## src/rtl/debug_pkg.sv

```systemverilog
// Shared definitions for the debug receive controller.
// Opcodes, state encoding and instruction word width.
package debug_pkg;

  localparam int WORD_W = 32;

  localparam logic [7:0] OP_LOAD = 8'h01;
  localparam logic [7:0] OP_STEP = 8'h02;
  localparam logic [7:0] OP_RUN  = 8'h03;
  localparam logic [7:0] OP_RST  = 8'h04;
  localparam logic [7:0] OP_STOP = 8'h05;

  typedef enum logic [1:0] {
    IDLE,
    GET_COUNT,
    GET_WORD,
    RUNNING
  } state_t;

endpackage

```

## src/rtl/rx_timeout_timer.sv

```systemverilog
// Inter-byte inactivity timer for multi-byte commands.
// Flags expiry once TIMEOUT cycles pass without a reload.
module rx_timeout_timer #(
  parameter int TIMEOUT = 1000000
) (
  input  logic clk,
  input  logic rst_n,
  input  logic enable,
  input  logic reload,
  output logic expired
);

  localparam int CW = $clog2(TIMEOUT + 1);

  logic [CW-1:0] cnt;

  assign expired = enable && !reload
                && (cnt == CW'(TIMEOUT - 1));

  always_ff @(posedge clk or negedge rst_n) begin
    if (!rst_n) begin
      cnt <= '0;
    end else if (!enable || reload) begin
      cnt <= '0;
    end else if (!expired) begin
      cnt <= cnt + CW'(1);
    end
  end

endmodule

```

## src/rtl/debug_rx_controller.sv

```systemverilog
// Byte-command controller: loads instruction memory and
// drives CPU run / step / reset from a UART byte stream.
module debug_rx_controller
  import debug_pkg::*;
#(
  parameter int ADDR_W  = 8,
  parameter int TIMEOUT = 1000000
) (
  input  logic              i_clock,
  input  logic              i_reset,
  input  logic              i_rx_done_tick,
  input  logic [7:0]        i_rx_data,
  input  logic              i_cpu_halted,
  output logic              o_mem_wr_en,
  output logic [ADDR_W-1:0] o_mem_addr,
  output logic [WORD_W-1:0] o_mem_wr_data,
  output logic              o_cpu_run,
  output logic              o_cpu_step,
  output logic              o_cpu_rst,
  output logic              o_load_done,
  output logic              o_error,
  output logic              o_busy
);

  state_t              state, state_n;
  logic [7:0]          remain, remain_n;
  logic [1:0]          byte_cnt, byte_cnt_n;
  logic [23:0]         buf_q, buf_n;
  logic [ADDR_W-1:0]   addr, addr_n;
  logic [ADDR_W-1:0]   mem_addr_n;
  logic [WORD_W-1:0]   wr_data_n;
  logic                wr_en_n, step_n, cpu_rst_n;
  logic                done_n, error_n;
  logic                expired;

  rx_timeout_timer #(
    .TIMEOUT (TIMEOUT)
  ) u_timer (
    .clk     (i_clock),
    .rst_n   (i_reset),
    .enable  ((state == GET_COUNT) || (state == GET_WORD)),
    .reload  (i_rx_done_tick),
    .expired (expired)
  );

  always_comb begin
    state_n    = state;
    remain_n   = remain;
    byte_cnt_n = byte_cnt;
    buf_n      = buf_q;
    addr_n     = addr;
    mem_addr_n = o_mem_addr;
    wr_data_n  = o_mem_wr_data;
    wr_en_n    = 1'b0;
    step_n     = 1'b0;
    cpu_rst_n  = 1'b0;
    done_n     = 1'b0;
    error_n    = 1'b0;
    unique case (state)
      IDLE: begin
        if (i_rx_done_tick) begin
          unique case (1'b1)
            i_rx_data == OP_LOAD: state_n   = GET_COUNT;
            i_rx_data == OP_STEP: step_n    = 1'b1;
            i_rx_data == OP_RUN:  state_n   = RUNNING;
            i_rx_data == OP_RST:  cpu_rst_n = 1'b1;
            default:              error_n   = 1'b1;
          endcase
        end
      end
      GET_COUNT: begin
        if (i_rx_done_tick) begin
          remain_n   = i_rx_data;
          addr_n     = '0;
          byte_cnt_n = '0;
          if (i_rx_data == 8'd0) begin
            done_n  = 1'b1;
            state_n = IDLE;
          end else begin
            state_n = GET_WORD;
          end
        end else if (expired) begin
          error_n = 1'b1;
          state_n = IDLE;
        end
      end
      GET_WORD: begin
        if (i_rx_done_tick) begin
          byte_cnt_n = byte_cnt + 2'd1;
          // little-endian: earlier bytes shift toward bit 0
          buf_n = {i_rx_data, buf_q[23:8]};
          if (byte_cnt == 2'd3) begin
            wr_en_n    = 1'b1;
            mem_addr_n = addr;
            wr_data_n  = {i_rx_data, buf_q};
            addr_n     = addr + ADDR_W'(1);
            remain_n   = remain - 8'd1;
            if (remain == 8'd1) begin
              done_n  = 1'b1;
              state_n = IDLE;
            end
          end
        end else if (expired) begin
          error_n    = 1'b1;
          byte_cnt_n = '0;
          state_n    = IDLE;
        end
      end
      RUNNING: begin
        if (i_cpu_halted ||
            (i_rx_done_tick && i_rx_data == OP_STOP)) begin
          state_n = IDLE;
        end else if (i_rx_done_tick) begin
          error_n = 1'b1;
        end
      end
    endcase
  end

  always_ff @(posedge i_clock or negedge i_reset) begin
    if (!i_reset) begin
      state         <= IDLE;
      remain        <= '0;
      byte_cnt      <= '0;
      buf_q         <= '0;
      addr          <= '0;
      o_mem_wr_en   <= 1'b0;
      o_mem_addr    <= '0;
      o_mem_wr_data <= '0;
      o_cpu_run     <= 1'b0;
      o_cpu_step    <= 1'b0;
      o_cpu_rst     <= 1'b0;
      o_load_done   <= 1'b0;
      o_error       <= 1'b0;
      o_busy        <= 1'b0;
    end else begin
      state         <= state_n;
      remain        <= remain_n;
      byte_cnt      <= byte_cnt_n;
      buf_q         <= buf_n;
      addr          <= addr_n;
      o_mem_wr_en   <= wr_en_n;
      o_mem_addr    <= mem_addr_n;
      o_mem_wr_data <= wr_data_n;
      o_cpu_run     <= (state_n == RUNNING);
      o_cpu_step    <= step_n;
      o_cpu_rst     <= cpu_rst_n;
      o_load_done   <= done_n;
      o_error       <= error_n;
      o_busy        <= (state_n != IDLE);
    end
  end

endmodule

```

## config.mk

```make
export PLATFORM = sky130hd
export DESIGN_NAME = debug_rx_controller
export DESIGN_NICKNAME = d
export VERILOG_FILES = /design/src/rtl/debug_pkg.sv /design/src/rtl/rx_timeout_timer.sv /design/src/rtl/debug_rx_controller.sv
export SDC_FILE = /design/constraint.sdc
export NUM_CORES = 1
export LEC_CHECK = 0
export BUFFER_PORTS_ARGS = -buffer_cell sky130_fd_sc_hd__buf_2
export CORE_ASPECT_RATIO = 0.5
export CORE_MARGIN = 2
export CORE_UTILIZATION = 45
export CTS_CLUSTER_SIZE = 28
export DETAILED_ROUTE_END_ITERATION = 16
export PLACE_DENSITY = 0.66
export SYNTH_ARGS = -nofsm -noshare
export SYNTH_HDL_FRONTEND = slang
export SYNTH_SLANG_ARGS = --single-unit
```

## constraint.sdc

```tcl
create_clock -name i_clock -period 2.5 [get_ports i_clock]
set_input_delay 0.375 -clock i_clock [delete_from_list [all_inputs] [get_ports i_clock]]
set_output_delay 0.375 -clock i_clock [all_outputs]
set_load 0.005 [all_outputs]
```

---- Word-level counts from Yosys, hierarchy flattened ----
Index checks and enable logic that the tools add are counted.
storage, ports and cells
  register bits ........................... 111
  input bits .............................. 12
  word-level logic and storage cells ...... 100
  output and inout bits ................... 47
operators by class
  add/sub/neg operators ................... 4
  reductions and logical operators ........ 18
  muxes and demuxes ....................... 46
  equality and inequality tests ........... 17
operators with widths
  operator                                               number
  two-way mux 8 bit                                      6
  two-way mux 20 bit                                     2
  one-hot mux 8 bit (2 select lines)                     2
  two-way mux 2 bit                                      11
  adder 20 x 1 -> 20 bit, second input constant          1
  == test 20 bit, second input constant                  1
  two-way mux 1 bit                                      20
  == test 8 x 1 -> 1 bit, second input constant          2
  == test 8 x 2 -> 1 bit, second input constant          2
  == test 8 x 3 -> 1 bit, second input constant          2
  adder 8 x 1 -> 8 bit, second input constant            1
  == test 2 bit, second input constant                   4
  logical NOT 8 bit                                      1
  one-hot mux 2 bit (2 select lines)                     2
  one-hot mux 2 bit (4 select lines)                     1
  subtractor 8 x 1 -> 8 bit, second input constant       1
  AND reduction 3 bit                                    2
  inequality test 2 x 1 -> 1 bit, second input constant  2
  inequality test 2 bit, second input constant           2
  AND reduction 4 bit                                    1
  nonzero test 2 bit                                     2
  OR reduction 4 bit                                     1
  logical AND 1 bit                                      3
  logical OR 1 bit                                       3
  9 further kinds                                        10

---- Longest topological paths before layout ----
  word-level depth ........................ 8
  mapped depth ............................ 9
  gate-level depth less buffers ........... 8

---- By module ----
A second synthesis with hierarchy kept.
second synthesis, totals
  cells, all modules ...................... 496
  area total of the unflattened synthesis .. 4961.0 um^2
modules (own cells, without submodules)
  module               area an instance (um^2)  seq. area each (um^2)  instances  cells an instance
  debug_rx_controller  3883.7                   2277.2                 1          381
  rx_timeout_timer     1077.3                   500.5                  1          115

---- Worst setup path before layout ----
No wires, ideal clock.
  kind .................................... register -> register
  start ................................... register state[0]
  end ..................................... register o_busy
  clock period less this slack ............ 1.949 ns
  library setup time ...................... 0.142 ns
  data required time ...................... 2.358 ns
  stages on the path, launching flop included .. 8
  path slack .............................. 0.551 ns
  path buffers ............................ 1
  arrival time ............................ 1.807 ns
  path through ............................ dfrtp_1 > inv_1 > ha_1 > clkdlybuf4s50_1 > nor4b_1 > a21oi_1 > a21oi_2 > a22oi_1
between the ends
  longest elaborated chain between the ends .. 8
  elaborated cells on any way between the ends .. 17
  those cells by class .................... eq/ne (3); mux (9); reduce/logical (5)
RTL lines
  item                                                            RTL line                                               source
  start: declaration                                              debug_rx_controller.sv:25                              state_t state, state_n;
  start signal: assignment                                        debug_rx_controller.sv:137                             state <= state_n;
  == test 2 x 1 -> 1 bit / == test 2 bit (equally long branches)  debug_rx_controller.sv:41, debug_rx_controller.sv:59
  logical OR 1 bit                                                debug_rx_controller.sv:41                              .enable ((state == GET_COUNT) || (state == GET_WORD)),
  logical AND 1 bit                                               rx_timeout_timer.sv:17                                 assign expired = enable && !reload
  logical AND 1 bit                                               rx_timeout_timer.sv:18                                 && (cnt == CW'(TIMEOUT - 1));
  two-way mux 2 bit                                               debug_rx_controller.sv:82, debug_rx_controller.sv:103
  two-way mux 2 bit, on equally long branches                     debug_rx_controller.sv:88, debug_rx_controller.sv:72
  one-hot mux 2 bit (4 select lines) *                            debug_rx_controller.sv:59                              unique case (state)
  nonzero test 2 bit *                                            debug_rx_controller.sv:150                             o_busy <= (state_n != IDLE);
  end signal: assignment                                          debug_rx_controller.sv:150
  end: declaration                                                debug_rx_controller.sv:22                              output logic o_busy
Every way passes the cells marked *; elsewhere a longest branch is shown, timed or not.
A chain may end at the register's enable or synchronous reset.

---- Worst setup path in the final report ----
  start ................................... register u_timer.cnt[7]
  end ..................................... register o_busy
between the ends
  longest elaborated chain between the ends .. 6
  elaborated cells on any way between the ends .. 7
  those cells by class .................... eq/ne (1); mux (4); reduce/logical (2)
RTL lines
  item                                         RTL line                                               source
  start: declaration                           rx_timeout_timer.sv:15                                 logic [CW-1:0] cnt;
  start signal: assignment                     rx_timeout_timer.sv:26                                 cnt <= cnt + CW'(1);
  == test 20 bit *                             rx_timeout_timer.sv:18
  logical AND 1 bit *                          rx_timeout_timer.sv:18
  two-way mux 2 bit *                          debug_rx_controller.sv:82, debug_rx_controller.sv:103
  two-way mux 2 bit, on equally long branches  debug_rx_controller.sv:88, debug_rx_controller.sv:72
  one-hot mux 2 bit (4 select lines) *         debug_rx_controller.sv:59
  nonzero test 2 bit *                         debug_rx_controller.sv:150
Marks and branches as above.

==> reports/results.tsv <==
metric	value	unit
status	complete, no violations	
required	2710	ps
critPathTopFamily	simple AND/OR/NAND/NOR gates	
antenna_found_initial	0	
whs	273	ps
p_total	5.08	mW
path_cells	or4b_4, nor4_4, nand3_2, a21oi_2, a22oi_1	
ys_types	52	
utilization	54.5	%
ff2ff_path_depth	5	
start_kind	flip-flop	
postSynthCellCount	493	
synth.avg_cell_area	9.98	µm²
cts_buffers	9	
r2r_slack	380	ps
critical_path_class	flip-flop to flip-flop	
finalHoldViolCount	0	
worstHoldPathCells	3	
rr_endpoint	o_busy$_DFF_PN0_	
min-delay-path-class	input port to flip-flop	
clockBufferDepth	2	
worst-path-buf-inv	0	
yosysSeqAreaShare	56.4	%
drc_errors	0	
fp-row-count	26	
hold_end	o_mem_wr_data[28]$_DFFE_PN0P_	
design_area	0.00568	mm²
drv_cap	0	
placed_area	0.00537	mm²
ys_ff_latch	111	
nets	571	
slew_headroom	50.3	%
critPathMaxStageDelay	560	ps
antenna_cells	0	
mostFrequentLayoutCells	nand2_1 (144), dfrtp_1 (111), buf_2 (57)	
tightest_slew	746	ps
io-pin-count	59	
cts_setup_buffers	0	
fp.dieW	152	µm
die_area	0.0118	mm²
setup_violations	0	
drive_gt1_share	21.3	%
gr-total-overflow	0	
first_iter_violations	201	
root_buffer	clkbuf_16	
insertion_delay	350	ps
final_common_cell	nand2_1	
finalCritPeriodShare	85.0	%
preCtsSetupSlack	338	ps
period_minus_slack	2120	ps
place_congestion	0.799	
grt_pass1_wl	17900	µm
wire_per_inst	14.5	µm
slew_viol_final	0	
path_clk_slew	80	ps
core_region_area	0.0104	mm²
routed_wl	10100	µm
clock.fmax	471	MHz
grt_max_degree	44	
crit_arrival	2330	ps
area_growth	15.4	%
dp_cells	678	
hold_buffers	1	
grt_pass1_vias	3613	
r2r_start	u_timer.cnt[7]$_DFFE_PN0P_	
ir_drop	463	µV
numPortBuffers	58	
post_cts_resized	0	
power.leakage	2.86	nW
layout_setup_ws	375	ps
setup.worst_path.end_class	flip-flop	
skew	7.35	ps
ys_warn_count	0	
ys_top_cells_by_area	dfrtp_1 (56%), nand2_1 (11%), mux2_2 (5.5%), nor2_1 (2.4%), xnor2_1 (2.3%)	
hp-start	i_rx_data[4]	
cp_max_fo	8	
slowest_stage	or4b_4	
htreeDepth	3	
via_count	3532	
dr.pass1.iters	5	
ant_nets	0	
die_y	77.9	µm
synth_fp_nets	514	
fillCellCount	945	
netlist.top_cell.by_area	dfrtp_1	
via_per_inst	5.08	
syn_area	0.00492	mm²
dp_hpwl	6890	µm
rsz0062_at_grt	no	
start_util	47.3	%
stdcell_count	695	
tritoncts	built	
tns	0	ps
power_density	894	mW/mm²
synth_top_area_share	56.4	%
clkSinkCount	111	
grt_util_all_layers	18.8	%
[worst min-delay path: cells and delay by family]
family | cells | cell delay (ps)
buffers and inverters | 1 | 110
AND/OR/NAND/NOR | 2 | 100
[flip-flops by register name (all words and copies together) (netlist names), 2 cells and up]
register       flops
addr               8
buf_q             24
byte_cnt           2
o_mem_addr         8
o_mem_wr_data     32
remain             8
state              2
u_timer.cnt       20
[synth_stat cells (all sizes together)]
| cell | count |
|---|---|
| o21ai | 21 |
| nand4 | 7 |
| a21o | 1 |
| clkbuf | 15 |
| o22ai | 1 |
| and2b | 1 |
| nand3 | 19 |
| and3 | 5 |
| or4 | 3 |
| nor3b | 1 |
| xnor2 | 13 |
| a211oi | 2 |
| inv | 10 |
| mux2i | 2 |
| nor4 | 4 |
| nor2 | 32 |
| nand2 | 144 |
| o22a | 2 |
| nand3b | 2 |
| and4 | 1 |
| clkdlybuf4s50 | 1 |
| nand2b | 2 |
| a2bb2oi | 1 |
| a22oi | 1 |
| or3 | 6 |
| a31oi | 2 |
| and3b | 1 |
| o311ai | 1 |
| buf | 5 |
| a41oi | 2 |
| ha | 9 |
| nor3 | 6 |
| or4b | 1 |
| xor2 | 9 |
| dfrtp | 111 |
| nor2b | 3 |
| nor4b | 3 |
| a21oi | 18 |
| mux2 | 24 |
| nand4b | 1 |
[routing by layer]
layer / routed length [µm] / global-route usage (%) / vias up / share of wire [%]
li1: - / - / 1771 / -
met1: 4930 / 25.4 / 1696 / 49
met2: 4660 / 30.5 / 53 / 46
met3: 385 / 5.03 / 12 / 3.8
met4: 106 / 4.86 / 0 / 1.1
met5: 0 / 0 / - / 0
[report_power, final]
group	switching [mW]	total [mW]	internal (mW)
Combinational	0.597	1.13	0.533
Sequential	0.310	2.52	2.22
Clock	0.713	1.42	0.709
[worst max-delay path by stage]
stage	from	endpoint	slack (ps)	cells past startpoint
after floorplan	state[0]$_DFF_PN0_	o_busy$_DFF_PN0_	550	7
after global placement	i_rx_data[5]	o_busy$_DFF_PN0_	360	6
after detailed placement	i_rx_data[5]	o_busy$_DFF_PN0_	340	6
after CTS	u_timer.cnt[7]$_DFFE_PN0P_	o_busy$_DFF_PN0_	370	5
after global routing	state[0]$_DFF_PN0_	addr[7]$_DFFE_PN0P_	120	8
final	u_timer.cnt[7]$_DFFE_PN0P_	o_busy$_DFF_PN0_	380	5
[cells by family after synthesis]
group | share of synthesized area [%]
compound gates | 6.26
xor+xnor | 3.92
fa+ha+maj | 2.29
buf+inv | 2.69
flops | 56.4
mux | 5.90
simple gates | 22.5
[layout make-up]
class	count	area, µm²	share of cell area (%)
clock inverters	7	70.1	1.23
repair buffers	67	375	6.61
clock buffers	9	225	3.97
flip-flops and latches	111	2780	48.9
multi-input cells	351	2020	35.5
inverters	10	37.5	0.661
well taps	140	175	3.09
(Power assumes the default switching activity.)
